`config.mk`:
```
export PLATFORM = sky130hd
export DESIGN_NAME = fetch_unit
export DESIGN_NICKNAME = d
export VERILOG_FILES = /design/src/rtl/core_pkg.sv /design/src/rtl/fetch_hold_buf.sv /design/src/rtl/fetch_unit.sv
export SDC_FILE = /design/constraint.sdc
export NUM_CORES = 1
export LEC_CHECK = 0
export BUFFER_PORTS_ARGS = -buffer_cell sky130_fd_sc_hd__buf_2
export CORE_ASPECT_RATIO = 1.75
export CORE_MARGIN = 4
export CORE_UTILIZATION = 52
export DETAILED_ROUTE_END_ITERATION = 10
export GPL_TIMING_DRIVEN = 0
export PLACE_DENSITY = 0.83
export SYNTH_ARGS = -nofsm -noshare
export SYNTH_HDL_FRONTEND = slang
export SYNTH_SLANG_ARGS = --single-unit
```
`constraint.sdc`:
```
create_clock -name clk -period 2.99 [get_ports clk]
set_input_delay 0.4485 -clock clk [delete_from_list [all_inputs] [get_ports clk]]
set_output_delay 0.4485 -clock clk [all_outputs]
set_load 0.01 [all_outputs]
```
`src/rtl/core_pkg.sv`:
```
// ---------------------------------------------------------------------------
// core_pkg
// Types and constants shared by the RV32 pipeline front end and the hazard
// controller.
//   NOP_INSTR_DEF  : canonical bubble instruction (addi x0,x0,0)
//   RESET_PC_DEF   : default reset vector
//   branch_ctrl_e  : EX-stage branch control encoding
//   ifid_t         : IF/ID pipeline register contents
// ---------------------------------------------------------------------------
package core_pkg;

  localparam logic [31:0] NOP_INSTR_DEF = 32'h0000_0013;
  localparam logic [31:0] RESET_PC_DEF  = 32'h0000_0000;

  typedef enum logic [1:0] {
    BR_NONE = 2'b00,
    BR_B    = 2'b01,
    BR_JALR = 2'b10,
    BR_J    = 2'b11
  } branch_ctrl_e;

  typedef struct packed {
    logic [31:0] pc;
    logic [31:0] instr;
    logic        valid;
  } ifid_t;

  // IF/ID contents for an empty pipeline slot.
  function automatic ifid_t ifid_bubble(input logic [31:0] nop);
    ifid_t b;
    b.pc    = 32'h0000_0000;
    b.instr = nop;
    b.valid = 1'b0;
    return b;
  endfunction

endpackage

```
`src/rtl/fetch_hold_buf.sv`:
```
// ---------------------------------------------------------------------------
// fetch_hold_buf
// Tracks the single outstanding instruction fetch ("slot") and captures the
// SRAM word when IF/ID is stalled, because the SRAM only presents read data
// for one cycle after the accepted read.
// Ports:
//   clk, rst       : clock, asynchronous active-low reset
//   kill           : drop slot and hold (redirect or flush)
//   advance        : IF/ID loads this cycle (slot is consumed)
//   issue          : a new read is accepted this cycle
//   fetch_pc       : address of the read being issued
//   rdata          : SRAM read data
//   slot_v         : slot holds an outstanding fetch
//   slot_pc        : PC of the outstanding fetch
//   slot_data      : instruction word belonging to the slot
// ---------------------------------------------------------------------------
module fetch_hold_buf
  import core_pkg::*;
(
  input  logic        clk,
  input  logic        rst,
  input  logic        kill,
  input  logic        advance,
  input  logic        issue,
  input  logic [31:0] fetch_pc,
  input  logic [31:0] rdata,
  output logic        slot_v,
  output logic [31:0] slot_pc,
  output logic [31:0] slot_data
);

  logic        hold_v;
  logic [31:0] hold_instr;

  // Control state: valid bits only.
  always_ff @(posedge clk or negedge rst) begin
    if (!rst) begin
      slot_v <= 1'b0;
      hold_v <= 1'b0;
    end else if (kill) begin
      slot_v <= 1'b0;
      hold_v <= 1'b0;
    end else if (advance) begin
      slot_v <= issue;
      hold_v <= 1'b0;
    end else if (slot_v && !hold_v) begin
      // First stalled cycle: the SRAM word is on rdata now and gone next cycle.
      hold_v <= 1'b1;
    end
  end

  // Data state: no reset needed, always qualified by slot_v / hold_v.
  always_ff @(posedge clk) begin
    if (!kill && advance) begin
      slot_pc <= fetch_pc;
    end
    if (!kill && !advance && slot_v && !hold_v) begin
      hold_instr <= rdata;
    end
  end

  assign slot_data = hold_v ? hold_instr : rdata;

endmodule

```
`src/rtl/fetch_unit.sv`:
```
// ---------------------------------------------------------------------------
// fetch_unit
// IF stage and IF/ID pipeline register of the 5-stage RV32 core. Owns the PC,
// issues word reads to the synchronous instruction SRAM and registers
// {pc, instr, valid} into IF/ID under hazard-controller and EX redirect
// control.
// Ports:
//   clk, rst        : clock, asynchronous active-low reset
//   pc_write        : PC may advance (0 = stall)
//   instr_flush     : squash IF/ID and the in-flight fetch
//   ifid_regwrite   : IF/ID may load (0 = hold)
//   redirect_valid  : taken branch/jump in EX
//   redirect_pc     : branch/jump target
//   im_ready        : SRAM accepts a read this cycle
//   im_cs, im_addr  : SRAM read strobe and word-aligned byte address
//   im_rdata        : SRAM data, valid one cycle after an accepted read
//   ifid_pc, ifid_instr, ifid_valid : IF/ID register outputs
// ---------------------------------------------------------------------------
module fetch_unit
  import core_pkg::*;
#(
  parameter logic [31:0] RESET_PC  = RESET_PC_DEF,
  parameter logic [31:0] NOP_INSTR = NOP_INSTR_DEF
) (
  input  logic        clk,
  input  logic        rst,
  input  logic        pc_write,
  input  logic        instr_flush,
  input  logic        ifid_regwrite,
  input  logic        redirect_valid,
  input  logic [31:0] redirect_pc,
  input  logic        im_ready,
  output logic        im_cs,
  output logic [31:0] im_addr,
  input  logic [31:0] im_rdata,
  output logic [31:0] ifid_pc,
  output logic [31:0] ifid_instr,
  output logic        ifid_valid
);

  logic [31:0] pc_q;
  logic        issue;
  logic        kill;
  logic        slot_v;
  logic [31:0] slot_pc;
  logic [31:0] slot_data;
  ifid_t       ifid_q;
  logic        unused_redirect_lsb;

  // Targets are forced to word alignment; the low bits are ignored.
  assign unused_redirect_lsb = ^redirect_pc[1:0];

  assign kill  = redirect_valid | instr_flush;
  assign issue = im_ready & pc_write & ifid_regwrite & ~kill;

  // Strobe is gated by reset so the SRAM sees no read while held in reset.
  assign im_cs   = issue & rst;
  assign im_addr = pc_q;

  fetch_hold_buf u_hold (
    .clk       (clk),
    .rst       (rst),
    .kill      (kill),
    .advance   (ifid_regwrite),
    .issue     (issue),
    .fetch_pc  (pc_q),
    .rdata     (im_rdata),
    .slot_v    (slot_v),
    .slot_pc   (slot_pc),
    .slot_data (slot_data)
  );

  // IF stage: program counter
  always_ff @(posedge clk or negedge rst) begin
    if (!rst) begin
      pc_q <= RESET_PC;
    end else if (redirect_valid) begin
      pc_q <= {redirect_pc[31:2], 2'b00};
    end else if (issue) begin
      pc_q <= pc_q + 32'd4;
    end
  end

  // IF/ID boundary
  always_ff @(posedge clk or negedge rst) begin
    if (!rst) begin
      ifid_q <= ifid_bubble(NOP_INSTR);
    end else if (kill) begin
      ifid_q <= ifid_bubble(NOP_INSTR);
    end else if (ifid_regwrite) begin
      if (slot_v) begin
        ifid_q.pc    <= slot_pc;
        ifid_q.instr <= slot_data;
        ifid_q.valid <= 1'b1;
      end else begin
        ifid_q <= ifid_bubble(NOP_INSTR);
      end
    end
  end

  assign ifid_pc    = ifid_q.pc;
  assign ifid_instr = ifid_q.instr;
  assign ifid_valid = ifid_q.valid;

endmodule
```
* After elaboration in Yosys (flattened, before gate mapping)
Index checks and enable logic that the tools add are counted.
** Cells by class
- Multiplexer cells :: 11
- Add/subtract/negate cells :: 1
- Bitwise operators :: 6
- Reduce and logical (&&, ||, !) cells :: 11
** Operator list (count)
- $mux 65 :: 3
- $mux 32 :: 3
- $add 32x3->32 const B :: 1
- $logic_and 1x1->1 :: 5
- $mux 1 :: 5
- $and 1x1->1 :: 4
- $reduce_bool 2->1 :: 2
- $logic_not 1->1 :: 3
- $reduce_bool 3->1 :: 1
- $not 1->1 :: 1
- $or 1x1->1 :: 1
** Storage, ports and cells
- Output and inout port bits :: 98
- Register bits :: 163
- Word-level logic and storage cells :: 37
- Bits of input ports :: 71

* Longest topological paths before layout
Gate-level depths: netlist of the first run.
- Word-level depth :: 5
- Mapped depth :: 8

* Hierarchy
A second synthesis of the first run with hierarchy kept.
** Unflattened totals
- Cells, all modules :: 468
- Area total of the unflattened synthesis :: 6698.9 µm²
** By module, submodules not included
- fetch_unit :: area each 4146.5 µm², instances 1, sequential area each 2381.0 µm², cells an instance 360
- fetch_hold_buf :: area each 2552.4 µm², instances 1, sequential area each 1971.9 µm², cells an instance 108

* Least setup slack after synthesis of the first run
Ideal clock, no wire load.
- Kind :: input-to-reg
- Start :: input port redirect_valid
- End :: register u_hold.hold_instr[0] (enable)
- Stages on the path :: 5
- Path buffers :: 2
- Data arrival time :: 2.875 ns
- Path slack :: -0.306 ns
- Cell sequence :: buf_2 nor3_1 clkbuf_1 nand2_1 nor2_1
** On the way
- Cells in the longest elaborated chain, start to end :: 5
** RTL lines
- from (decl) :: RTL line fetch_unit.sv:30 : input logic redirect_valid,
- $or 1x1->1 :: RTL line fetch_unit.sv:53 : assign kill = redirect_valid | instr_flush;
- $logic_not 1->1 :: RTL line fetch_hold_buf.sv:57 : if (!kill && !advance && slot_v && !hold_v) begin
- $logic_and 1x1->1 (3 in series) :: RTL line fetch_hold_buf.sv:57
- to (signal assigned) :: RTL line fetch_hold_buf.sv:58 : hold_instr <= rdata;
- to (decl) :: RTL line fetch_hold_buf.sv:33 : logic [31:0] hold_instr;
No other way between the ends.
A chain may end at the register's enable or synchronous reset.

* Worst setup path after layout of the first run
- Start :: register pc_q[2], in the netlist im_addr[2]
- End :: register pc_q[28], in the netlist im_addr[28]
** On the way
- Cells in the longest elaborated chain, start to end :: 3
** RTL lines
- from (decl) :: RTL line fetch_unit.sv:41 : logic [31:0] pc_q;
- from (signal assigned) :: RTL line fetch_unit.sv:78 : pc_q <= {redirect_pc[31:2], 2'b00};
- from (signal assigned) :: RTL line fetch_unit.sv:80 : pc_q <= pc_q + 32'd4;
- $add 32x3->32 :: RTL line fetch_unit.sv:80
- $mux 32 :: RTL line fetch_unit.sv:79 : end else if (issue) begin
- $mux 32 :: RTL line fetch_unit.sv:77 : end else if (redirect_valid) begin
No other way between the ends. The select of a mux whose other input is x is not followed.

==> impl_metrics.tcl, run 1 <==
set metrics [dict create \
    outcome "finished clean" \
    cts_sinks 158 \
    hold_violations 0 \
    track_usage_pct 23.08 \
    grt_pass1_vias 4968 \
    dp_hpwl_um 11970 \
    ant_nets 0 \
    crit_required_ns 3.29 \
    min_period_over_period_pct 86.28 \
    ys_types 43 \
    postCtsSetupBuffers 0 \
    area_growth_pct 25.97 \
    p_leak_uw 0.003526 \
    syn_avg_cell_area_sq_um 12.84 \
    pwr-share-comb_pct 6.2 \
    cp-end-kind "flip-flop" \
    std_cell_rows 53 \
    drv_cap 0 \
    layout_common_cells "164 x buf_2, 93 x dfrtp_1, 73 x nand2_1, 62 x edfxtp_1, 48 x o21ai_0" \
    die_h_um 154.2 \
    drt_iter0_markers 222 \
    path_cells "ha_1, nand4_1, or4_1, buf_6, nor4_4, o21ai_1, a221o_1" \
    synth_edf_count 62 \
    clock-root-buffer "clkbuf_16" \
    drt-total-wl_um 15980 \
    clk_latency_ns 0.42 \
    initial_core_util_pct 52.94 \
    rsz0062_at_grt "false" \
    fin_nets 752 \
    antenna_found_initial 0 \
    yosysWarningCount 0 \
    finalSetupViolCount 0 \
    synthCells 495 \
    powerDensity_nw_per_um2 592.1 \
    ioPinCount 169 \
    cts_max_level 4 \
    cts_inserted_buffers 17 \
    clkTransAtPathRegs_ns 0.07 \
    core_area_sq_um 12000 \
    cts_tree "done" \
    post-place-ws_ns -0.4995 \
    critPathArrivalTime_ns 2.88 \
    drc_errors 0 \
    drive_gt1_share_pct 31.17 \
    ys_seq_area_share_pct 67.16 \
    grt_overflow 0 \
    path_class "flip-flop to flip-flop" \
    die_area_sq_um 14120 \
    slew_headroom_pct 20.44 \
    vias_per_cell 5.613 \
    post_drt_wl_per_cell_um 18.63 \
    clockBufferDepth 2 \
    swShare_pct 25.15 \
    hold_path_class "input pin to flip-flop" \
    synth-seq-cells 158 \
    layout_commonest_cell "buf_2" \
    die_x_um 91.57 \
    start_kind "flip-flop" \
    ir_worst_vdd_mv 0.3660 \
    io_buffers 163 \
    worst_pin_slew_ns 1.182 \
    diodes 0 \
    fin_skew_ns 0.01032 \
    firstDrtPassIters 5 \
    grt_start_max_net_pins 70 \
    gp_congestion 0.9712 \
    crit_slowest_cell "dfrtp_1" \
    async_reset_ff_share_pct 60.76 \
    period_minus_slack_ns 2.580 \
    slew_viol_final 0 \
    clock.fmax_ghz 0.3876 \
    fin_ws_ns 0.4102 \
    worstPathMaxFanout 9 \
    p_sw_uw 1192 \
    dr_total_vias 4816 \
    synthFlopType "dfrtp_1" \
    syn-cell-area_sq_um 6355 \
    p_seq_share_pct 50.5 \
    grt_pass1_wl_um 25420 \
    setup_tns_ns 0 \
    p_int_uw 3548 \
    max_stage_delay_ns 0.52 \
    p_clk_share_pct 43.3 \
]
[routing by layer]
metal	vias up	global-route usage, %	share of wire (%)
met1	2311	25.66	36
met2	250	40.74	52
li1	2212	-	-
met5	-	0	0
met3	43	6.229	7.3
met4	0	10.58	4.1
[critical path: cells and delay by family (launching register included)]
family          cells  cell delay (ns)
simple gates        3             1.07
flops               1             0.52
compound gates      2             0.39
fa+ha+maj           1             0.30
buf+inv             1             0.17
[synth_stat cells, drive strengths merged, types with 3 or more instances]
cell type,count,area (sq um)
clkbuf,21,78.83
nand3,18,95.09
dfrtp,93,2327
mux2i,33,330.3
nand2,73,274.0
nor3,3,15.01
xor2,5,43.79
a22o,30,262.8
buf,8,51.30
and3,6,37.54
dfstp,3,78.83
and2,4,25.02
o211ai,7,52.55
nand4,11,68.82
o311ai,6,52.55
xnor2,4,35.03
a221o,5,50.05
edfxtp,62,1862
o21ai,50,250.2
a21oi,5,25.02
nor4,9,107.6
nor2,16,60.06
a31oi,4,25.02
[power by group through the flow]
stage	Combinational, uW	Sequential (uW)	Clock (uW)
after floorplan	114	2440	0
after global placement	276	2430	0
after detailed placement	292	2430	0
after CTS	295	2390	2090
after global routing	323	2400	2190
final	294	2400	2050
[flip-flops by register name, indices dropped and copies added (netlist names)]
register / count
im_addr: 30
u_hold.hold_instr: 32
u_hold.slot_pc: 30
u_hold.hold_v: 1
u_hold.slot_v: 1
ifid_pc: 31
ifid_instr: 32
ifid_valid: 1
[final timing paths]
path	end	slack (ns)	startpoint	cells past startpoint
setup / recovery	im_addr[28]$_DFFE_PN0P_	0.41	im_addr[2]$_DFFE_PN0P_	7
hold / removal	u_hold.hold_instr[25]$_DFFE_PP_	0.22	im_rdata[25]	1
min in group asynchronous	ifid_instr[30]$_DFFE_PN0P_	0.51	rst	2
setup reg to reg	im_addr[28]$_DFFE_PN0P_	0.41	im_addr[2]$_DFFE_PN0P_	7
max in group asynchronous	ifid_instr[1]$_DFFE_PN1P_	1.77	rst	3
hold reg to reg	ifid_pc[8]$_DFFE_PN0P_	0.47	u_hold.slot_pc[8]$_DFFE_PP_	1
[cells by family (layout without fill, tap and decap cells)]
group	count (synthesis)	count (layout)	synth area share [%]
simple gates	150	150	11.93
other cells	1	2	0.05901
compound gates	112	112	12.05
flops	158	158	67.16
mux	33	33	5.198
xor+xnor	9	9	1.240
buf+inv	31	228	2.166
fa+ha+maj	1	1	0.1969
[cell type report]
cell class	count	area, sq um
Sequential cell	158	4268
Fill cell	905	3998
Multi-Input combinational cell	307	1966
Timing Repair Buffer	165	855.8
Clock buffer	18	429.2
Tap cell	165	206.4
Clock inverter	14	138.9
Buffer	29	130.1
Inverter	2	11.26
[timing repair]
item / 4_1_cts / 5_1_grt
pin swaps: 0 / 0
gates resized for setup: 1 / 1
hold endpoints to repair: 28 / 0
setup endpoints to repair: 32 / 7
hold buffers: 1 / 0
[through the flow]
stage	cell area (sq um)	hold WS (ns)	cells	power, uW	util, %
detailed placement	7418	0.4046	825	2726	61.81
CTS	8001	0.2009	858	4779	66.66
floorplan	6361	0.1529	496	2550	-
global route	8005	0.2042	858	4916	66.69
global placement	7383	0.4480	824	2705	61.51
finish	8005	0.2226	858	4740	66.69
(Power assumes the default switching activity.)
==> inputs of run 2 (changes only) <==
--- a/config.mk
+++ b/config.mk
@@ -11,7 +11,7 @@
 export CORE_UTILIZATION = 52
 export DETAILED_ROUTE_END_ITERATION = 10
 export GPL_TIMING_DRIVEN = 0
-export PLACE_DENSITY = 0.83
+export PLACE_DENSITY_LB_ADDON = 0.12
 export SYNTH_ARGS = -nofsm -noshare
 export SYNTH_HDL_FRONTEND = slang
 export SYNTH_SLANG_ARGS = --single-unit
==> run 2 against run 1 <==
Net effect:
- the run now ends with hold timing left
- wire length shrank 1.8%
- fmax shrank 2.7%
- design area grew 0.30%
- largest power group unchanged
- non-clock buffer count shrank 1
- first-iteration DRC count shrank 3.2%
- clock power grew 6%
- hold slack lost 0.22 ns
- core utilization grew 0.20 points
- critical path depth grew 1
- sequential share of layout area shrank 0.16 points
- global-route usage shrank 0.15 points
- register-to-register slack gained 0.08 ns
==> impl_metrics.tcl, run 2 (synthesis gave the netlist of run 1 again) <==
set metrics [dict create \
    outcome "complete, but fails checks" \
    violations "hold timing" \
    ioPinCount 169 \
    path_class "input pin to flip-flop" \
    grt_pass1_vias 4792 \
    die_h_um 154.2 \
    drt-total-wl_um 15690 \
    vias_per_cell 5.470 \
    clkTransAtPathRegs_ns 0.06 \
    clockBufferDepth 2 \
    critPathArrivalTime_ns 2.89 \
    p_int_uw 3698 \
    ir_worst_vdd_mv 0.4380 \
    clk_latency_ns 0.42 \
    postCtsSetupBuffers 0 \
    min_period_over_period_pct 88.65 \
    fin_ws_ns 0.3395 \
    pwr-share-comb_pct 6.0 \
    slew_viol_final 0 \
    setup_tns_ns 0 \
    worst_pin_slew_ns 1.300 \
    rsz0062_at_grt "false" \
    fin_skew_ns 0.01214 \
    antenna_found_initial 0 \
    finalSetupViolCount 0 \
    start_kind "input pin" \
    slew_headroom_pct 12.56 \
    ant_nets 0 \
    hold_path_class "input pin to async pin" \
    powerDensity_nw_per_um2 604.7 \
    p_clk_share_pct 44.6 \
    layout_common_cells "164 x buf_2, 93 x dfrtp_1, 73 x nand2_1, 62 x edfxtp_1, 48 x o21ai_0" \
    crit_required_ns 3.23 \
    max_stage_delay_ns 0.54 \
    clock.fmax_ghz 0.3773 \
    hold_violations 4 \
    dp.cells 825 \
    core_area_sq_um 12000 \
    dr_total_vias 4688 \
    p_sw_uw 1157 \
    layout.cells.non_filler 857 \
    cp-end-kind "flip-flop" \
    drc_errors 0 \
    path_cells "buf_2, or3b_4, clkinvlp_4, nand3_1, clkbuf_1, a31oi_1, o21ai_0, o311ai_0" \
    r2r_slack_ns 0.49 \
    post-place-ws_ns -0.4047 \
    drive_gt1_share_pct 31.21 \
    grt_start_max_net_pins 63 \
    clock-root-buffer "clkbuf_16" \
    cts_inserted_buffers 17 \
    period_minus_slack_ns 2.651 \
    cts_sinks 158 \
    worstPathMaxFanout 33 \
    fin_nets 751 \
    area_growth_pct 26.34 \
    cts_tree "done" \
    layout_commonest_cell "buf_2" \
    grt_pass1_wl_um 25030 \
    io_buffers 163 \
    crit_slowest_cell "clkinvlp_4" \
    p_seq_share_pct 49.3 \
    grt_overflow 0 \
    die_x_um 91.57 \
    gp_congestion 0.9192 \
    diodes 0 \
    std_cell_rows 53 \
    post_drt_wl_per_cell_um 18.31 \
    p_leak_uw 0.003534 \
    die_area_sq_um 14120 \
    drt_iter0_markers 215 \
    initial_core_util_pct 52.94 \
    hold_ws_ns -0.002135 \
    track_usage_pct 22.92 \
    fillCellCount 947 \
    firstDrtPassIters 5 \
    swShare_pct 23.84 \
    dp_hpwl_um 11780 \
    cts_max_level 4 \
    drv_cap 0 \
]
[run 2: layer usage]
layer / GRT usage, % / part of all wire, % / vias up / wire length (um)
met3: 5.401 / 5.4 / 22 / 849
met2: 40.57 / 54 / 179 / 8512
li1: - / - / 2214 / -
met5: 0 / 0 / - / 0
met1: 26.73 / 38 / 2273 / 6001
met4: 8.777 / 2.1 / 0 / 330
[run 2: metrics by stage]
stage	total power [uW]	cell area (sq um)	utilization, %
2_1_floorplan	2550	6361	-
5_1_grt	5046	8029	66.89
4_1_cts	4898	8024	66.85
3_3_place_gp	2716	7383	61.51
6_report	4855	8029	66.89
3_5_place_dp	2731	7418	61.81
[run 2: repair_timing]
action                     in CTS  in global routing
hold buffers                    0                  0
setup endpoints to repair       1                 32
resized for setup               1                  1
[run 2: final cells by class]
cell class | count | area, sq um | area share, %
inverter | 2 | 11.26 | 0.1403
timing repair buffer | 164 | 845.8 | 10.53
clock buffer | 17 | 425.4 | 5.298
multi-input combinational | 307 | 1966 | 24.48
clock inverter | 15 | 176.4 | 2.197
sequential | 158 | 4268 | 53.16
buffer | 29 | 130.1 | 1.621
tap | 165 | 206.4 | 2.571
[run 2: critical path: cells and delay by family]
kind | cells | cell delay, ns
compound gates | 3 | 0.49
buf+inv | 3 | 1.20
simple gates | 2 | 0.74
[run 2: worst paths after layout]
| kind | startpoint | to | cells past startpoint |
|---|---|---|---|
| hold reg to reg | u_hold.slot_pc[30]$_DFFE_PP_ | ifid_pc[30]$_DFFE_PN0P_ | 1 |
| min in group clk | im_rdata[15] | u_hold.hold_instr[15]$_DFFE_PP_ | 1 |
| setup reg to reg | im_addr[3]$_DFFE_PN0P_ | im_addr[28]$_DFFE_PN0P_ | 7 |
| max in group asynchronous | rst | ifid_instr[4]$_DFFE_PN1P_ | 2 |
| hold / removal | rst | ifid_instr[27]$_DFFE_PN0P_ | 1 |
| setup / recovery | redirect_valid | im_addr[14]$_DFFE_PN0P_ | 8 |
[run 2: power groups by stage]
stage / sequential, uW / clock [uW] / combinational, uW
floorplan: 2440 / 0 / 114
global placement: 2430 / 0 / 282
detailed placement: 2440 / 0 / 294
CTS: 2390 / 2210 / 296
global route: 2410 / 2320 / 324
finish: 2400 / 2170 / 292
==> inputs of run 3 (changes only) <==
--- a/config.mk
+++ b/config.mk
@@ -5,7 +5,7 @@
 export SDC_FILE = /design/constraint.sdc
 export NUM_CORES = 1
 export LEC_CHECK = 0
-export BUFFER_PORTS_ARGS = -buffer_cell sky130_fd_sc_hd__buf_2
+export BUFFER_PORTS_ARGS = -buffer_cell sky130_fd_sc_hd__clkbuf_2
 export CORE_ASPECT_RATIO = 1.75
 export CORE_MARGIN = 4
 export CORE_UTILIZATION = 52
==> run 3 against run 2 <==
Net effect:
- critical path depth decreased by 4
- via count is 0.28% lower
- clock-buffer cell count is 1 higher
- clock skew shrank 0.0016 ns
- register-to-register slack got worse by 0.03 ns
- clock power shrank 6%
- combinational power about the same
- largest cell class unchanged
- setup slack better by 0.12 ns
- the flow now finishes without violations
- sequential power about the same
- die area unchanged
- design area shrank 0.50%
==> impl_metrics.tcl, run 3 (synthesis gave the netlist of run 1 again) <==
set metrics [dict create \
    outcome "finished clean" \
    grt_pass1_wl_um 25320 \
    fin_nets 751 \
    setup_tns_ns 0 \
    path_class "flip-flop to flip-flop" \
    fin_ws_ns 0.4597 \
    powerDensity_nw_per_um2 592.6 \
    cts_max_level 4 \
    cts_inserted_buffers 17 \
    min_period_over_period_pct 84.63 \
    cts_tree "done" \
    gp_congestion 0.9028 \
    crit_required_ns 3.30 \
    layout_common_cells "162 x clkbuf_2, 93 x dfrtp_1, 73 x nand2_1, 62 x edfxtp_1, 48 x o21ai_0" \
    layout_commonest_cell "clkbuf_2" \
    drive_gt1_share_pct 31.36 \
    r2r_slack_ns 0.46 \
    drt-total-wl_um 15810 \
    drc_errors 0 \
    area_growth_pct 25.71 \
    post-place-ws_ns -0.4425 \
    worstPathMaxFanout 8 \
    critPathArrivalTime_ns 2.84 \
    clock.fmax_ghz 0.3952 \
    initial_core_util_pct 52.94 \
    firstDrtPassIters 5 \
    hold_buffers 0 \
    cp-end-kind "flip-flop" \
    slew_headroom_pct 9.869 \
    p_leak_uw 0.003472 \
    die_h_um 154.2 \
    fin_skew_ns 0.01053 \
    post_drt_wl_per_cell_um 18.45 \
    dr_total_vias 4675 \
    ant_nets 0 \
    std_cell_rows 53 \
    ioPinCount 169 \
    grt_start_max_net_pins 65 \
    die_area_sq_um 14120 \
    core_area_sq_um 12000 \
    clockBufferDepth 2 \
    dp_hpwl_um 11850 \
    antenna_found_initial 0 \
    grt_overflow 0 \
    io_buffers 163 \
    postCtsSetupBuffers 0 \
    start_kind "flip-flop" \
    diodes 0 \
    cts_sinks 158 \
    grt_pass1_vias 4810 \
    drv_cap 0 \
    vias_per_cell 5.455 \
    final_util_pct 66.56 \
    worst_pin_slew_ns 1.340 \
    period_minus_slack_ns 2.530 \
    drt_iter0_markers 248 \
    track_usage_pct 23.11 \
    clock-root-buffer "clkbuf_16" \
    rsz0062_at_grt "false" \
    die_x_um 91.57 \
    ir_worst_vdd_mv 0.4023 \
    hold_violations 0 \
    slew_viol_final 0 \
    finalSetupViolCount 0 \
    hold_path_class "input pin to async pin" \
    clkTransAtPathRegs_ns 0.07 \
    clk_latency_ns 0.42 \
]
run 3: cell count changes in the layout (fill, tap and decap cells not counted):
cell,change
bufinv_16,-2
inv_6,+2
clkinv_2,+1
clkinv_4,-1
clkinvlp_4,+1
clkbuf_8,+1
inv_8,-1
clkbuf_4,+1
buf_4,-1
buf_2,-162
clkbuf_2,+162
clkinv_1,-1
run 3: timing repair:
item,4_1_cts,5_1_grt
resized for setup,1,1
hold endpoints to repair,0,0
endpoints found under the setup margin,1,32
run 3: critical path, stage by stage (launching register included):
cell	delay, ns
dfrtp_1	0.50
nand3_2	0.21
nor4_1	1.15
nand4_1	0.26
a31o_2	0.31
run 3: layer usage:
| layer | global-route usage (%) | wire [um] |
|---|---|---|
| met5 | 0 | 0 |
| met4 | 8.633 | 378 |
| met3 | 5.353 | 925 |
| met1 | 27.13 | 5982 |
| met2 | 40.88 | 8524 |
run 3: path summary, 6_finish.rpt:
kind	startpoint	endpoint	cells after the start
max in group asynchronous	rst	ifid_instr[4]$_DFFE_PN1P_	2
worst min register to register	u_hold.slot_pc[10]$_DFFE_PP_	ifid_pc[10]$_DFFE_PN0P_	1
min in group clk	im_rdata[0]	u_hold.hold_instr[0]$_DFFE_PP_	1
worst max register to register	im_addr[10]$_DFFE_PN0P_	im_addr[25]$_DFFE_PN0P_	4
worst max-delay path	im_addr[10]$_DFFE_PN0P_	im_addr[25]$_DFFE_PN0P_	4
worst min-delay path	rst	ifid_instr[5]$_DFFE_PN0P_	1
run 3: through the flow:
step | instances | hold slack [ns] | total power, uW | cell area (sq um)
2_1_floorplan | 496 | 0.1529 | 2550 | 6361
3_3_place_gp | 824 | 0.4456 | 2718 | 7383
3_5_place_dp | 825 | 0.4502 | 2732 | 7418
4_1_cts | 857 | 0.02453 | 4777 | 7984
5_1_grt | 857 | 0.03911 | 4910 | 7989
6_report | 857 | 0.01924 | 4734 | 7989
run 3: area by class of cell:
class / count / area [sq um]
plain buffers: 29 / 130.1
clock buffers: 18 / 439.2
clock inverters: 14 / 122.6
fillers: 954 / 4014
inverters: 2 / 11.26
multi-input cells: 307 / 1966
flip-flops and latches: 158 / 4268
well taps: 165 / 206.4
repair buffers: 164 / 845.8
run 3: power breakdown:
group          switching (uW)  total, uW  internal, uW  leakage (uW)
clock network             933       2050          1120      0.000270
logic                     172        290           118       0.00136
registers                78.1       2400          2320       0.00184
total                    1180       4730          3550       0.00347
